<file path="config.mk">
export PLATFORM = sky130hd
export DESIGN_NAME = address_gen_2d_flat
export DESIGN_NICKNAME = d
export VERILOG_FILES = /design/src/rtl/address_gen_pkg.sv /design/src/rtl/address_gen_2d_if.sv /design/src/rtl/address_gen_wrap_cnt.sv /design/src/rtl/address_gen_2d.sv /design/src/flat_wrapper.sv
export SDC_FILE = /design/constraint.sdc
export NUM_CORES = 1
export LEC_CHECK = 0
export CAP_MARGIN = 10
export CORE_ASPECT_RATIO = 0.6
export CORE_MARGIN = 2
export CORE_UTILIZATION = 45
export DETAILED_ROUTE_END_ITERATION = 16
export PLACE_DENSITY = 0.71
export SLEW_MARGIN = 25
export SYNTH_ARGS = -nofsm -noshare
export SYNTH_HDL_FRONTEND = slang
export SYNTH_HIERARCHICAL = 1
export SYNTH_SLANG_ARGS = --single-unit
export TNS_END_PERCENT = 1
</file>
<file path="constraint.sdc">
create_clock -name clk -period 4.75 [get_ports clk]
set_clock_uncertainty 0.2 [all_clocks]
set_input_delay 0.7125 -clock clk [delete_from_list [all_inputs] [get_ports clk]]
set_output_delay 0.7125 -clock clk [all_outputs]
set_load 0.005 [all_outputs]
</file>
<file path="src/rtl/address_gen_pkg.sv">
// rtl/address_gen_pkg.sv - shared state encoding and mode constants for the 2-D address generator
package address_gen_pkg;

  typedef enum logic [1:0] {
    ST_IDLE   = 2'd0,
    ST_PRESET = 2'd1,
    ST_RUN    = 2'd2,
    ST_DONE   = 2'd3
  } state_e;

  localparam logic MODE_CONT   = 1'b0;
  localparam logic MODE_SINGLE = 1'b1;

endpackage

</file>
<file path="src/rtl/address_gen_2d_if.sv">
// rtl/address_gen_2d_if.sv - address stream handshake bundle between generator and memory front end
interface address_gen_2d_if #(
  parameter int ADDR_W = 16
);

  logic [ADDR_W-1:0] addr;
  logic              addr_valid;
  logic              addr_ready;

  modport master (output addr, output addr_valid, input addr_ready);
  modport slave  (input addr, input addr_valid, output addr_ready);

endinterface

</file>
<file path="src/rtl/address_gen_wrap_cnt.sv">
// rtl/address_gen_wrap_cnt.sv - clearable counter that wraps to zero after reaching a programmable terminal value
module address_gen_wrap_cnt #(
  parameter int LEN_W = 10
) (
  input  logic             clk,
  input  logic             rst,
  input  logic             clr,
  input  logic             inc,
  input  logic [LEN_W-1:0] term,
  output logic             at_term
);

  logic [LEN_W-1:0] cnt_q;
  logic [LEN_W-1:0] cnt_d;

  assign at_term = (cnt_q == term);

  // Clear wins over increment; an increment at the terminal value rolls over to zero.
  always_comb begin
    cnt_d = cnt_q;
    if (clr) begin
      cnt_d = '0;
    end else if (inc) begin
      cnt_d = at_term ? '0 : cnt_q + LEN_W'(1);
    end
  end

  // Count register.
  always_ff @(posedge clk) begin
    if (rst) begin
      cnt_q <= '0;
    end else begin
      cnt_q <= cnt_d;
    end
  end

endmodule

</file>
<file path="src/rtl/address_gen_2d.sv">
// rtl/address_gen_2d.sv - 2-D strided address generator with preset/run/done control FSM
module address_gen_2d
  import address_gen_pkg::*;
#(
  parameter int ADDR_W = 16,
  parameter int LEN_W  = 10
) (
  input  logic                  clk,
  input  logic                  rst,
  input  logic                  en,
  input  logic                  mode,
  input  logic [ADDR_W-1:0]     base_addr,
  input  logic [LEN_W-1:0]      col_len,
  input  logic [LEN_W-1:0]      row_len,
  input  logic [ADDR_W-1:0]     row_stride,
  address_gen_2d_if.master      bus,
  output logic                  preset_flag,
  output logic                  frame_done,
  output logic                  busy
);

  state_e            state_q, state_d;
  logic [ADDR_W-1:0] addr_q, addr_d;
  logic [ADDR_W-1:0] row_base_q, row_base_d;
  logic [ADDR_W-1:0] stride_q, stride_d;
  logic [LEN_W-1:0]  col_len_q, col_len_d;
  logic [LEN_W-1:0]  row_len_q, row_len_d;
  logic              mode_q, mode_d;
  logic              frame_done_q, frame_done_d;

  logic handshake;
  logic col_inc;
  logic row_inc;
  logic cnt_clr;
  logic col_at_term;
  logic row_at_term;

  // Status outputs are pure decodes of the state register, so no input reaches them combinationally.
  assign bus.addr       = addr_q;
  assign bus.addr_valid = (state_q == ST_RUN);
  assign preset_flag    = (state_q == ST_IDLE) || (state_q == ST_PRESET);
  assign busy           = (state_q == ST_PRESET) || (state_q == ST_RUN);
  assign frame_done     = frame_done_q;

  // An abort (en low) suppresses the handshake so counters never advance on the aborting edge.
  assign handshake = en && (state_q == ST_RUN) && bus.addr_ready;
  assign col_inc   = handshake;
  assign row_inc   = handshake && col_at_term;
  assign cnt_clr   = !en || (state_q != ST_RUN);

  address_gen_wrap_cnt #(.LEN_W(LEN_W)) u_col_cnt (
    .clk     (clk),
    .rst     (rst),
    .clr     (cnt_clr),
    .inc     (col_inc),
    .term    (col_len_q - LEN_W'(1)),
    .at_term (col_at_term)
  );

  address_gen_wrap_cnt #(.LEN_W(LEN_W)) u_row_cnt (
    .clk     (clk),
    .rst     (rst),
    .clr     (cnt_clr),
    .inc     (row_inc),
    .term    (row_len_q - LEN_W'(1)),
    .at_term (row_at_term)
  );

  // Next-state, shadow-register and address-adder logic.
  always_comb begin
    state_d      = state_q;
    addr_d       = addr_q;
    row_base_d   = row_base_q;
    stride_d     = stride_q;
    col_len_d    = col_len_q;
    row_len_d    = row_len_q;
    mode_d       = mode_q;
    frame_done_d = 1'b0;

    if (!en) begin
      state_d = ST_IDLE;
    end else begin
      unique case (state_q)
        ST_IDLE: begin
          state_d = ST_PRESET;
        end
        ST_PRESET: begin
          mode_d     = mode;
          col_len_d  = col_len;
          row_len_d  = row_len;
          stride_d   = row_stride;
          addr_d     = base_addr;
          row_base_d = base_addr;
          if ((col_len == '0) || (row_len == '0)) begin
            frame_done_d = 1'b1;
            state_d      = (mode == MODE_SINGLE) ? ST_DONE : ST_PRESET;
          end else begin
            state_d = ST_RUN;
          end
        end
        ST_RUN: begin
          if (bus.addr_ready) begin
            if (col_at_term && row_at_term) begin
              frame_done_d = 1'b1;
              state_d      = (mode_q == MODE_CONT) ? ST_PRESET : ST_DONE;
            end else if (col_at_term) begin
              row_base_d = row_base_q + stride_q;
              addr_d     = row_base_q + stride_q;
            end else begin
              addr_d = addr_q + ADDR_W'(1);
            end
          end
        end
        ST_DONE: begin
          state_d = ST_DONE;
        end
        default: begin
          state_d = ST_IDLE;
        end
      endcase
    end
  end

  // State and datapath registers.
  always_ff @(posedge clk) begin
    if (rst) begin
      state_q      <= ST_IDLE;
      addr_q       <= '0;
      row_base_q   <= '0;
      stride_q     <= '0;
      col_len_q    <= '0;
      row_len_q    <= '0;
      mode_q       <= MODE_CONT;
      frame_done_q <= 1'b0;
    end else begin
      state_q      <= state_d;
      addr_q       <= addr_d;
      row_base_q   <= row_base_d;
      stride_q     <= stride_d;
      col_len_q    <= col_len_d;
      row_len_q    <= row_len_d;
      mode_q       <= mode_d;
      frame_done_q <= frame_done_d;
    end
  end

endmodule

</file>
<file path="src/flat_wrapper.sv">
// flat-port wrapper written by rule: the top's interface ports become plain ports
module address_gen_2d_flat import address_gen_pkg::*;
#(
  parameter int ADDR_W = 16,
  parameter int LEN_W  = 10
)
  (clk, rst, en, mode, base_addr, col_len, row_len, row_stride, preset_flag, frame_done, busy, bus_addr, bus_addr_valid, bus_addr_ready);
  address_gen_2d_if #(.ADDR_W(ADDR_W)) bus_i ();
  input  logic clk;
  input  logic rst;
  input  logic en;
  input  logic mode;
  input  logic [ADDR_W-1:0] base_addr;
  input  logic [LEN_W-1:0] col_len;
  input  logic [LEN_W-1:0] row_len;
  input  logic [ADDR_W-1:0] row_stride;
  output logic preset_flag;
  output logic frame_done;
  output logic busy;
  output wire logic [$bits(bus_i.addr)-1:0] bus_addr;
  output wire logic [$bits(bus_i.addr_valid)-1:0] bus_addr_valid;
  input wire logic [$bits(bus_i.addr_ready)-1:0] bus_addr_ready;
  assign bus_addr = bus_i.addr;
  assign bus_addr_valid = bus_i.addr_valid;
  assign bus_i.addr_ready = bus_addr_ready;
  address_gen_2d #(.ADDR_W(ADDR_W), .LEN_W(LEN_W)) u_core (.clk(clk), .rst(rst), .en(en), .mode(mode), .base_addr(base_addr), .col_len(col_len), .row_len(row_len), .row_stride(row_stride), .bus(bus_i), .preset_flag(preset_flag), .frame_done(frame_done), .busy(busy));
endmodule
</file>
# == Word level (Yosys, flattened, before mapping) ==
# Cells that the tools add are included.
# totals
input_bits,57
word_cells,66
regBits,92
out_inout_bits,20
# op_classes
n_bitwise,1
n_mux,20
eq_ne,10
n_reduce_logical,19
add_sub_neg,6
# op_table
operator,count
16-bit 2-to-1 mux,6
16-bit case mux with 2 select lines,2
10-bit by 1-bit adder with 10-bit output (second input constant),2
10-bit equality test,2
10-bit zero test,2
10-bit 2-to-1 mux,2
10-bit by 1-bit subtractor with 10-bit output (second input constant),2
16-bit by 1-bit adder with 16-bit output (second input constant),1
16-bit adder,1
2-bit 2-to-1 mux,5
2-bit case mux with 4 select lines,1
2-bit by 1-bit inequality test with 1-bit output (second input constant),3
5-bit AND reduction,1
2-bit equality test (second input constant),2
1-bit logical AND,4
1-bit logical OR,4
2-bit inequality test (second input constant),2
2-bit AND reduction,2
4-bit AND reduction,1
2-bit OR reduction,2
1-bit 2-to-1 mux,3
2-bit by 1-bit equality test with 1-bit output (second input constant),1
2-bit zero test,1
1-bit case mux with 2 select lines,1
other kinds (3),3

# == Depth between registers and ports, before layout ==
# Gate-level depths: netlist (run 1).
# logic_depth
word_depth,6
mapped_depth,16

# == By module ==
# The synthesis (run 1) kept the hierarchy.
# by_module_without_submodules
module,cells_per_inst,area_each_um2,instances
address_gen_2d,596,4440.5,1
address_gen_wrap_cnt,68,631.9,2

# == Worst setup path after synthesis (run 1) ==
# Ideal clock, no wire load.
# synth_timing
path_type,register to register
startpoint,register u_core.col_len_q[2]
endpoint,register u_core.u_row_cnt.cnt_q[8]
path_slack_ns,0.713
t_arrival_ns,3.751
path_stages_with_launch,17
synth_period_minus_slack_ns,4.037
path_buffers,2
setup_time_ns,0.086
path_cell_list,dfxtp_1 nor4_1 nand2b_1 or3_1 nor3_2 xor2_1 xnor2_1 nand2_1 nor3_4 buf_2 inv_1 clkbuf_1 nor3_1 and3_1 or3b_1 xnor2_1 a211oi_1
# synth_between
elab_chain_len,3
# synth_lines
element,line_no,rtl
from (decl),address_gen_2d.sv:26,"logic [LEN_W-1:0] col_len_q, col_len_d;"
from (signal assigned),address_gen_2d.sv:140,col_len_q <= col_len_d;
10-bit by 1-bit subtractor with 10-bit output,address_gen_2d.sv:56,".term (col_len_q - LEN_W'(1)),"
10-bit equality test,address_gen_wrap_cnt.sv:16,assign at_term = (cnt_q == term);
via u_core.col_at_term,address_gen_2d.sv:35,logic col_at_term;
1-bit logical AND,address_gen_2d.sv:48,assign row_inc = handshake && col_at_term;
via u_core.row_inc,address_gen_2d.sv:33,logic row_inc;
to (signal assigned),address_gen_wrap_cnt.sv:33,cnt_q <= cnt_d;
to (decl),address_gen_wrap_cnt.sv:13,logic [LEN_W-1:0] cnt_q;
# The timed path passes the listed nets, and every way through them passes these cells.
# A chain may end at the register's enable or synchronous reset.

# == Worst setup path after layout (run 1) ==
# Ends and elaborated chain as after synthesis.

==> impl_metrics.py, run 1 <==
metrics = {
    "worst_hold_path": {
        "hp-class": "reg -> reg",
        "worstHoldStart": "u_core/stride_q[8]$_SDFFE_PP0P_",
    },
    "routing": {
        "highest_layer": "met4",
        "routed_wl_microns": 16500,
        "drt-met1-wl_microns": 8010,
        "routedWlPerCell_microns": 17.2,
        "drc": 0,
        "antenna_left": 0,
        "dr.pass1.iters": 5,
        "wl_met3_microns": 1520,
        "drtIter0Drc": 581,
        "route.met2.wl_microns": 6790,
        "vias_per_cell": 5.86,
        "via_count": 5645,
    },
    "final_layout": {
        "layout_common_cells": "nand2_1 (128), dfxtp_1 (92), a21oi_1 (83)",
        "stdcell_area_sq_mm": 0.00689,
        "drive_above_1_share_pct": 6.39,
        "fin_util_pct": 56.4,
        "syn2layout_area_growth_pct": 20.8,
        "final_common_cell": "nand2_1",
        "antenna_cells": 0,
        "num-nets-final": 876,
        "final_cells": 963,
    },
    "power": {
        "combPwrFrac_pct": 14.9,
        "ir_drop_mv": 0.175,
        "powerDensity_mw_per_mm2": 269,
        "p_int_mw": 1.39,
        "switchingPower_mw": 0.466,
        "leakage_nw": 2.46,
        "p_seq_share_pct": 44.2,
        "switching_share_pct": 25.1,
        "clkPwrFrac_pct": 40.9,
    },
    "global_route": {
        "antenna_found_initial": 0,
        "grt.overflow.total": 0,
        "grt_max_degree": 55,
        "grt_pass1_wl_microns": 26800,
        "grt_pass1_vias": 5407,
        "grt.total_usage_pct": 24.8,
    },
    "worst_setup_path": {
        "critPathTopFamily": "simple AND/OR/NAND/NOR gates",
        "cp-start-kind": "flip-flop",
        "worstSetupStartpoint": "u_core/col_len_q[2]$_SDFFE_PP0P_",
        "cp-end-kind": "flip-flop",
        "path_cells": "nor4_1 > nand2b_1 > or3_1 > nor3_2 > xor2_1 > xnor2_1 > nand2_1 > nor3_4 > inv_1 > nor3_1 > buf_4 > and3_1 > or3b_1 > xnor2_1 > a211oi_1",
        "worst-path-buf-inv": 2,
        "worst_path_max_delay_cell": "nor4_1",
        "max_stage_delay_ps": 390,
        "required_ps": 4800,
        "r2r-start": "u_core/col_len_q[2]$_SDFFE_PP0P_",
        "worstSetupPathType": "reg -> reg",
        "arrival_ps": 4040,
        "cp_common_cell": "xnor2_1",
        "cp_max_fo": 15,
    },
    "logic_synthesis": {
        "ys_ff_latch": 92,
        "ys_warn_count": 6,
        "yosysSeqAreaShare_pct": 32.3,
        "synth_cell_types": 70,
        "synth_top_area_share_pct": 32.3,
        "syn_area_per_cell_sq_um": 7.79,
        "synthCells": 732,
        "synth-edff-count": 0,
        "ys_top_cells_by_area": "dfxtp_1 (32%), nand2_1 (8.4%), a21oi_1 (7.3%)",
        "yosysTopAreaCell": "dfxtp_1",
        "async_reset_ff_share_pct": 0,
        "synth_area_sq_mm": 0.00570,
        "synth_flop_cell": "dfxtp_1",
        "syn_nets": 814,
    },
    "clock_network": {
        "clock_latency_ps": 340,
        "postCtsSetupBuffers": 0,
        "cts_made_buffers": 9,
        "htree_levels": 3,
        "cts.hold.buffers_added": 0,
        "clkTransAtPathRegs_ps": 60,
        "cts-root-buf": "clkbuf_16",
        "clock_sinks": 92,
        "cts_buffer_depth": 2,
        "ctsResizeCount": 0,
        "cts_tree": "yes",
    },
    "timing": {
        "fin_crit_sh_pct": 83.9,
        "fmax_ghz": 0.251,
        "fin_setup_tns_ps": 0,
        "worst_pin_slew_ps": 937,
        "report.final.hold_viol_count": 0,
        "setup_violations": 0,
        "slew_headroom_pct": 37.3,
        "finalMaxSlewViolations": 0,
        "fin_hold_ws_ps": 261,
        "post-route-min-period_ps": 3980,
        "rsz0062_at_grt": "false",
    },
    "floorplanning": {
        "boundaryPins": 77,
        "core_sq_mm": 0.0122,
        "dieArea_sq_mm": 0.0136,
        "start_util_pct": 46.7,
        "die_h_microns": 91.2,
        "die_w_microns": 149,
        "rows": 31,
    },
    "run": {
        "cap_violations": 0,
    },
    "place": {
        "hpwl_microns": 12200,
        "io_buffers": 76,
        "dpl_cell_area_sq_mm": 0.00659,
        "place_inst": 948,
        "place.gp.congestion": 0.947,
    },
    "outcome": {
        "status": "complete, no violations",
    },
}
## worst register-to-register path: stages (launching register included)
cell and delay [ps]:
dfxtp_1 350, nor4_1 390, nand2b_1 120, or3_1 380, nor3_2 140, xor2_1 190
xnor2_1 130, nand2_1 140, nor3_4 220, inv_1 240, nor3_1 250, buf_4 230
and3_1 230, or3b_1 380, xnor2_1 140, a211oi_1 180
## metal layers
layer / up-vias / track usage (%)
met2: 266 / 36.4
met5: - / 0
met3: 25 / 4.47
met1: 2615 / 37.0
li1: 2739 / -
met4: 0 / 6.03
## power by group through the flow
stage	logic (mW)	clock network [mW]	registers, mW
global route	0.304	0.806	0.823
detailed placement	0.273	0	0.837
global placement	0.267	0	0.836
finish	0.277	0.758	0.820
CTS	0.275	0.772	0.819
floorplan	0.172	0	0.829
## stage by stage
step	worst slack [ps]	power, mW
3_5_place_dp	818	1.11
4_1_cts	810	1.87
5_1_grt	443	1.93
2_1_floorplan	713	1.00
6_report	765	1.86
3_3_place_gp	986	1.10
## registers in the layout, summed over array words and instances, names as in the netlist
register,flops
u_core/col_len_q,10
u_core/state_q,2
u_core/row_len_q,10
u_core/bus.addr,16
u_core/stride_q,16
u_core/u_col_cnt/cnt_q,10
u_core/u_row_cnt/cnt_q,10
u_core/mode_q,1
u_core/row_base_q,16
u_core/frame_done,1
## kinds of logic (layout without fill, tap and decap cells)
kind of cell | Yosys count | count (layout) | synth area share, %
xor+xnor | 59 | 59 | 9.32
fa+ha+maj | 25 | 25 | 5.62
compound gates | 201 | 201 | 22.9
flops | 92 | 92 | 32.3
buf+inv | 57 | 123 | 4.06
simple gates | 295 | 295 | 25.3
mux | 3 | 3 | 0.526
## synth_stat cells, drive strengths merged (2+ instances only)
cell type	count
a211o	2
a211oi	24
a21boi	2
a21o	9
a21oi	84
a311o	2
a311oi	3
a31o	3
a31oi	4
a41oi	3
and2	4
and3	4
and4	3
buf	18
clkbuf	15
dfxtp	92
ha	24
inv	23
mux2i	3
nand2	129
nand2b	7
nand3	19
nand4	21
nor2	53
nor2b	9
nor3	15
nor4	10
o211ai	12
o21a	3
o21ai	27
o22ai	7
o311ai	6
o31ai	2
o32ai	2
or2	6
or2b	2
or3	6
or3b	2
or4	2
xnor2	41
xor2	18
## layout make-up
cell class	count	area [sq um]
Fill cell	1118	5330
Tap cell	165	206
Inverter	24	90.1
Sequential cell	92	1840
Timing Repair Buffer	84	816
Multi-Input combinational cell	583	3630
Clock buffer	11	233
Clock inverter	4	75.1
## path summary, 6_finish.rpt
check                                           endpoint  slack (ps)  cells past startpoint
setup / recovery  u_core/u_row_cnt/cnt_q[8]$_SDFFE_PP0P_         770                     15
setup reg to reg  u_core/u_row_cnt/cnt_q[8]$_SDFFE_PP0P_         770                     15
hold / removal           u_core/stride_q[8]$_SDFFE_PP0P_         260                      2
hold reg to reg          u_core/stride_q[8]$_SDFFE_PP0P_         260                      2
Power figures use the tool's default switching activity.
==> run 2: changes to the inputs <==
--- a/config.mk
+++ b/config.mk
@@ -10,7 +10,7 @@
 export CORE_MARGIN = 2
 export CORE_UTILIZATION = 45
 export DETAILED_ROUTE_END_ITERATION = 16
-export PLACE_DENSITY = 0.71
+export PLACE_DENSITY = 0.74
 export SLEW_MARGIN = 25
 export SYNTH_ARGS = -nofsm -noshare
 export SYNTH_HDL_FRONTEND = slang
==> constraint.sdc (replaced) <==
create_clock -name clk -period 3.3 [get_ports clk]
set_clock_uncertainty 0.2 [all_clocks]
set_input_delay 0.495 -clock clk [delete_from_list [all_inputs] [get_ports clk]]
set_output_delay 0.495 -clock clk [all_outputs]
set_load 0.005 [all_outputs]
==> run 2 against run 1 <==
  * The flow now finishes with violations (negative setup slack)
  * Worst hold slack improved by 1.8 ps
  * Clock-buffer cell count decreased by 2
  * Core utilization increased by 3.4 points
  * Register-to-register slack got worse by 840 ps
  * Design area increased by 6.0%
  * Global-route usage increased by 1.0 points
  * Critical path type unchanged
  * Largest cell class unchanged
==> impl_metrics.py, run 2 (synthesis results as in run 1) <==
metrics = {
    "floorplanning": {
        "dieArea_sq_mm": 0.0136,
        "rows": 31,
        "boundaryPins": 77,
        "start_util_pct": 46.7,
        "die_w_microns": 149,
        "die_h_microns": 91.2,
        "core_sq_mm": 0.0122,
    },
    "worst_setup_path": {
        "arrival_ps": 3440,
        "required_ps": 3370,
        "cp-start-kind": "flip-flop",
        "r2r_setup_slack_ps": -80,
        "worstSetupPathType": "reg -> reg",
        "r2r-start": "u_core/col_len_q[5]$_SDFFE_PP0P_",
        "worstRegToRegCells": 14,
        "reg2reg_to": "u_core/u_row_cnt/cnt_q[8]$_SDFFE_PP0P_",
        "cp_max_fo": 3,
        "cp-end-kind": "flip-flop",
    },
    "clock_network": {
        "cts_buffer_depth": 2,
        "cts_tree": "yes",
        "cts_made_buffers": 9,
        "clock_latency_ps": 350,
        "htree_levels": 3,
        "clkTransAtPathRegs_ps": 70,
        "cts.hold.buffers_added": 0,
        "clock_sinks": 92,
        "cts-root-buf": "clkbuf_16",
    },
    "final_layout": {
        "antenna_cells": 0,
        "drive_above_1_share_pct": 13.3,
        "syn2layout_area_growth_pct": 28.1,
        "fin_util_pct": 59.8,
        "layout_common_cells": "nand2_1 (125), dfxtp_1 (91), a21oi_1 (80)",
        "final_common_cell": "nand2_1",
        "num-nets-final": 904,
    },
    "timing": {
        "setup_violations": 5,
        "finalMaxSlewViolations": 0,
        "report.final.hold_viol_count": 0,
        "worst_pin_slew_ps": 634,
        "slew_headroom_pct": 57.4,
        "rsz0062_at_grt": "true",
        "post-route-min-period_ps": 3380,
        "fin_setup_tns_ps": -126,
        "fmax_ghz": 0.296,
        "finalWorstSetupSlack_ps": -76.2,
        "fin_crit_sh_pct": 102,
    },
    "outcome": {
        "violations": "negative setup slack",
        "status": "finished with violations",
    },
    "place": {
        "place.gp.congestion": 0.922,
        "io_buffers": 76,
        "place_ws_ps": -108,
        "hpwl_microns": 12700,
    },
    "run": {
        "cap_violations": 0,
    },
    "routing": {
        "routedWlPerCell_microns": 17.7,
        "dr.pass1.iters": 5,
        "via_count": 5846,
        "drc": 0,
        "drtIter0Drc": 548,
        "routed_wl_microns": 17600,
        "vias_per_cell": 5.89,
        "antenna_left": 0,
    },
    "global_route": {
        "grt_pass1_wl_microns": 27900,
        "grt_max_degree": 37,
        "grt_pass1_vias": 5454,
        "grt.overflow.total": 0,
        "antenna_found_initial": 0,
        "grt.total_usage_pct": 25.8,
    },
    "power": {
        "ir_drop_mv": 0.258,
        "powerDensity_mw_per_mm2": 389,
        "leakage_nw": 2.66,
    },
    "worst_hold_path": {
        "worstHoldStart": "u_core/stride_q[10]$_SDFFE_PP0P_",
        "hold_depth": 2,
        "whs_endpoint": "u_core/stride_q[10]$_SDFFE_PP0P_",
        "hp-class": "reg -> reg",
    },
}
-- run 2: cell count changes in the layout (fill, tap and decap cells not counted), moves of 3 or more --
cell,previous run,this run
a21oi_2,1,4
nand2_1,128,125
buf_6,0,5
nand2_2,1,4
a21oi_1,83,80
buf_4,8,31
nor3_1,12,8
-- run 2: report_power, final --
group          switching, mW  internal, mW
registers             0.0356          1.14
logic                  0.223         0.220
clock network          0.472         0.746
total                  0.730          2.11
-- run 2: how the worst max path moves through the flow --
stage                     slack [ps]                                endpoint                             start
after floorplan                 -310  u_core/u_row_cnt/cnt_q[8]$_SDFFE_PP0P_  u_core/col_len_q[5]$_SDFFE_PP0P_
after global placement            30  u_core/u_row_cnt/cnt_q[8]$_SDFFE_PP0P_  u_core/col_len_q[5]$_SDFFE_PP0P_
after detailed placement        -110  u_core/u_row_cnt/cnt_q[8]$_SDFFE_PP0P_  u_core/col_len_q[5]$_SDFFE_PP0P_
after CTS                        -80  u_core/u_row_cnt/cnt_q[8]$_SDFFE_PP0P_  u_core/col_len_q[2]$_SDFFE_PP0P_
after global routing            -230  u_core/u_row_cnt/cnt_q[8]$_SDFFE_PP0P_  u_core/col_len_q[5]$_SDFFE_PP0P_
final                            -80  u_core/u_row_cnt/cnt_q[8]$_SDFFE_PP0P_  u_core/col_len_q[5]$_SDFFE_PP0P_
-- run 2: per-stage QoR --
step	std cells	total power [mW]	area [sq um]	hold WS, ps
global route	992	2.95	7310	284
CTS	988	2.83	7190	264
finish	992	2.84	7310	263
global placement	968	1.60	6760	250
floorplan	732	1.44	5750	237
detailed placement	968	1.61	6760	255
-- run 2: worst max-delay path, cell delays in order (launching register included) --
cell	delay [ps]
dfxtp_2	330
nor4_4	280
nand2b_1	100
or3_4	370
nor3_4	130
xor2_1	200
xnor2_1	160
nand2_1	130
nor3_4	250
inv_2	90
nor3_4	170
and3_4	220
or3b_1	370
xnor2_1	140
a211oi_1	150
-- run 2: layout make-up --
cell class	count	area, sq um
fill	1074	4910
inverter	24	90.1
tap	165	206
clock inverter	7	123
multi-input combinational	583	3780
clock buffer	9	225
sequential	92	1840
timing repair buffer	112	1040
-- run 2: what timing repair did --
| item | in CTS | in global routing |
|---|---|---|
| buffers inserted | 4 | 4 |
| pin swaps | 9 | 13 |
| setup endpoints to repair | 15 | 43 |
| gates resized for setup | 12 | 21 |
| cloned | 0 | 0 |
-- run 2: per-layer routing --
layer  GRT usage, %  wire [microns]  share of wire [%]  vias to the layer above
met4           6.59             253                1.4                        0
met3           5.48            1430                8.1                       24
met1           37.9            8410                 48                     2771
li1               -               -                  -                     2795
met5              0               0                  0                        -
met2           38.0            7490                 43                      256
==> run 3: changes to the inputs <==
--- a/config.mk
+++ b/config.mk
@@ -6,8 +6,7 @@
 export NUM_CORES = 1
 export LEC_CHECK = 0
 export CAP_MARGIN = 10
-export CORE_ASPECT_RATIO = 0.6
-export CORE_MARGIN = 2
+export CORE_ASPECT_RATIO = 1.25
 export CORE_UTILIZATION = 45
 export DETAILED_ROUTE_END_ITERATION = 16
 export PLACE_DENSITY = 0.74
==> run 3 against run 2 <==
  * The run still ends with negative setup slack left
  * Combinational power is 4% lower
  * Non-clock buffer count is 2 lower
  * Clock-buffer cell count is 2 higher
  * Clock power is 8% lower
  * Worst hold slack worse by 2.8 ps
  * Cell count is 0.30% lower
  * Critical path depth is 1 lower
  * Die area is 3.6% lower
  * Register-to-register slack better by 20 ps
  * Critical path type unchanged
  * Largest cell class unchanged
==> impl_metrics.py, run 3 (synthesis results as in run 1) <==
metrics = {
    "final_layout": {
        "final_cells": 989,
        "layout_common_cells": "nand2_1 (126), dfxtp_1 (92), a21oi_1 (81)",
        "final_common_cell": "nand2_1",
        "syn2layout_area_growth_pct": 26.5,
        "stdcell_area_sq_mm": 0.00722,
        "regArea_sq_mm": 0.00184,
        "drive_above_1_share_pct": 11.9,
        "num-nets-final": 902,
        "nFillCells": 1151,
        "multi_input_area_sq_mm": 0.00373,
        "antenna_cells": 0,
    },
    "routing": {
        "antenna_left": 0,
        "via_count": 5682,
        "dr.pass1.iters": 6,
        "routed_wl_microns": 16100,
        "routedWlPerCell_microns": 16.3,
        "vias_per_cell": 5.75,
        "drtIter0Drc": 314,
        "drc": 0,
    },
    "worst_setup_path": {
        "cp-end-kind": "flip-flop",
        "worst_path_max_delay_cell": "or3_4",
        "cp_max_fo": 3,
        "required_ps": 3350,
        "cp_common_cell": "xnor2_1",
        "max_stage_delay_ps": 360,
        "path_cells": "nor4_2 > nand2b_1 > or3_4 > xnor2_1 > xnor2_1 > nand4_1 > nor3_4 > inv_2 > nor3_4 > and3_4 > or3b_1 > xnor2_1 > a211oi_1",
        "cp-start-kind": "flip-flop",
        "worstSetupStartpoint": "u_core/col_len_q[2]$_SDFFE_PP0P_",
        "r2r-start": "u_core/col_len_q[2]$_SDFFE_PP0P_",
        "worstSetupPathType": "reg -> reg",
        "arrival_ps": 3400,
    },
    "clock_network": {
        "cts_tree": "yes",
        "cts-root-buf": "clkbuf_16",
        "cts_buffer_depth": 2,
        "clock_latency_ps": 340,
        "htree_levels": 3,
        "clock_sinks": 92,
        "clkTransAtPathRegs_ps": 70,
        "cts.hold.buffers_added": 0,
        "cts_made_buffers": 9,
    },
    "power": {
        "p_seq_share_pct": 43.2,
        "powerDensity_mw_per_mm2": 378,
        "total_power_mw": 2.73,
        "p_int_mw": 2.04,
        "switchingPower_mw": 0.685,
        "leakage_nw": 2.63,
        "switching_share_pct": 25.1,
        "clkPwrFrac_pct": 41.1,
        "ir_drop_mv": 0.220,
        "combPwrFrac_pct": 15.6,
    },
    "run": {
        "cap_violations": 0,
    },
    "outcome": {
        "violations": "negative setup slack",
        "status": "finished with violations",
    },
    "floorplanning": {
        "core_sq_mm": 0.0123,
        "start_util_pct": 46.5,
        "die_w_microns": 103,
        "dieArea_sq_mm": 0.0131,
        "boundaryPins": 77,
        "die_h_microns": 128,
        "rows": 45,
    },
    "timing": {
        "worst_pin_slew_ps": 563,
        "report.final.hold_viol_count": 0,
        "post-route-min-period_ps": 3360,
        "finalMaxSlewViolations": 0,
        "setup_violations": 5,
        "finalWorstSetupSlack_ps": -55.0,
        "fin_setup_tns_ps": -112,
        "rsz0062_at_grt": "true",
        "fin_crit_sh_pct": 102,
        "slew_headroom_pct": 62.5,
        "fmax_ghz": 0.298,
    },
    "global_route": {
        "grt_pass1_wl_microns": 26000,
        "grt_pass1_vias": 5592,
        "grt.overflow.total": 0,
        "antenna_found_initial": 0,
        "grt.total_usage_pct": 25.2,
        "grt_max_degree": 38,
    },
    "place": {
        "io_buffers": 76,
        "place_inst": 969,
        "hpwl_microns": 11800,
        "place.gp.congestion": 0.909,
        "dpl_cell_area_sq_mm": 0.00678,
    },
    "worst_hold_path": {
        "worstHoldStart": "u_core/stride_q[10]$_SDFFE_PP0P_",
        "hp-class": "reg -> reg",
    },
}
## run 3: critical path: cells and delay by family, from the launching register on
kind	cells	cell delay, ps
AND/OR/NAND/NOR	8	1990
AO/OA/AOI/OAI	1	180
buffers and inverters	1	80
flip-flops	1	320
XOR/XNOR	3	480
## run 3: per-layer routing
layer / wire length (microns) / GRT usage, %
met1: 6800 / 30.2
met5: 0 / 0
met2: 8050 / 44.0
met3: 886 / 3.60
met4: 357 / 10.8
## run 3: worst paths after layout
path	to	slack, ps	cells after the start
worst max-delay path	u_core/u_row_cnt/cnt_q[8]$_SDFFE_PP0P_	-60	13
worst min-delay path	u_core/stride_q[10]$_SDFFE_PP0P_	260	2
worst max register to register	u_core/u_row_cnt/cnt_q[8]$_SDFFE_PP0P_	-60	13
worst min register to register	u_core/stride_q[10]$_SDFFE_PP0P_	260	2
## run 3: stage by stage
| step | setup slack [ps] | utilization [%] | hold WS (ps) |
|---|---|---|---|
| after floorplan | -310 | - | 237 |
| after global placement | 17.5 | 55.2 | 245 |
| after detailed placement | -111 | 55.2 | 255 |
| after CTS | -46.7 | 58.2 | 264 |
| after global routing | -315 | 58.8 | 274 |
| final | -55.0 | 58.8 | 260 |
## run 3: repair_timing
item                                    4_1_cts  5_1_grt
endpoints found under the setup margin       16       38
pin swaps                                     4        4
setup buffers                                 4        0
hold endpoints to repair                      0        0
gates resized for setup                       6       16
## run 3: power by group through the flow
| stage | Sequential, mW | Clock [mW] | Combinational, mW |
|---|---|---|---|
| 6_report | 1.18 | 1.12 | 0.426 |
| 5_1_grt | 1.18 | 1.19 | 0.466 |
| 4_1_cts | 1.18 | 1.14 | 0.415 |
| 3_5_place_dp | 1.20 | 0 | 0.404 |
| 3_3_place_gp | 1.20 | 0 | 0.395 |
| 2_1_floorplan | 1.19 | 0 | 0.250 |
## run 3: layout make-up
class / count / area share [%]
clock inverter: 5 / 1.04
clock buffer: 11 / 3.36
sequential: 92 / 25.5
inverter: 24 / 1.25
timing repair buffer: 110 / 14.2
tap: 164 / 2.84
multi-input combinational: 583 / 51.8
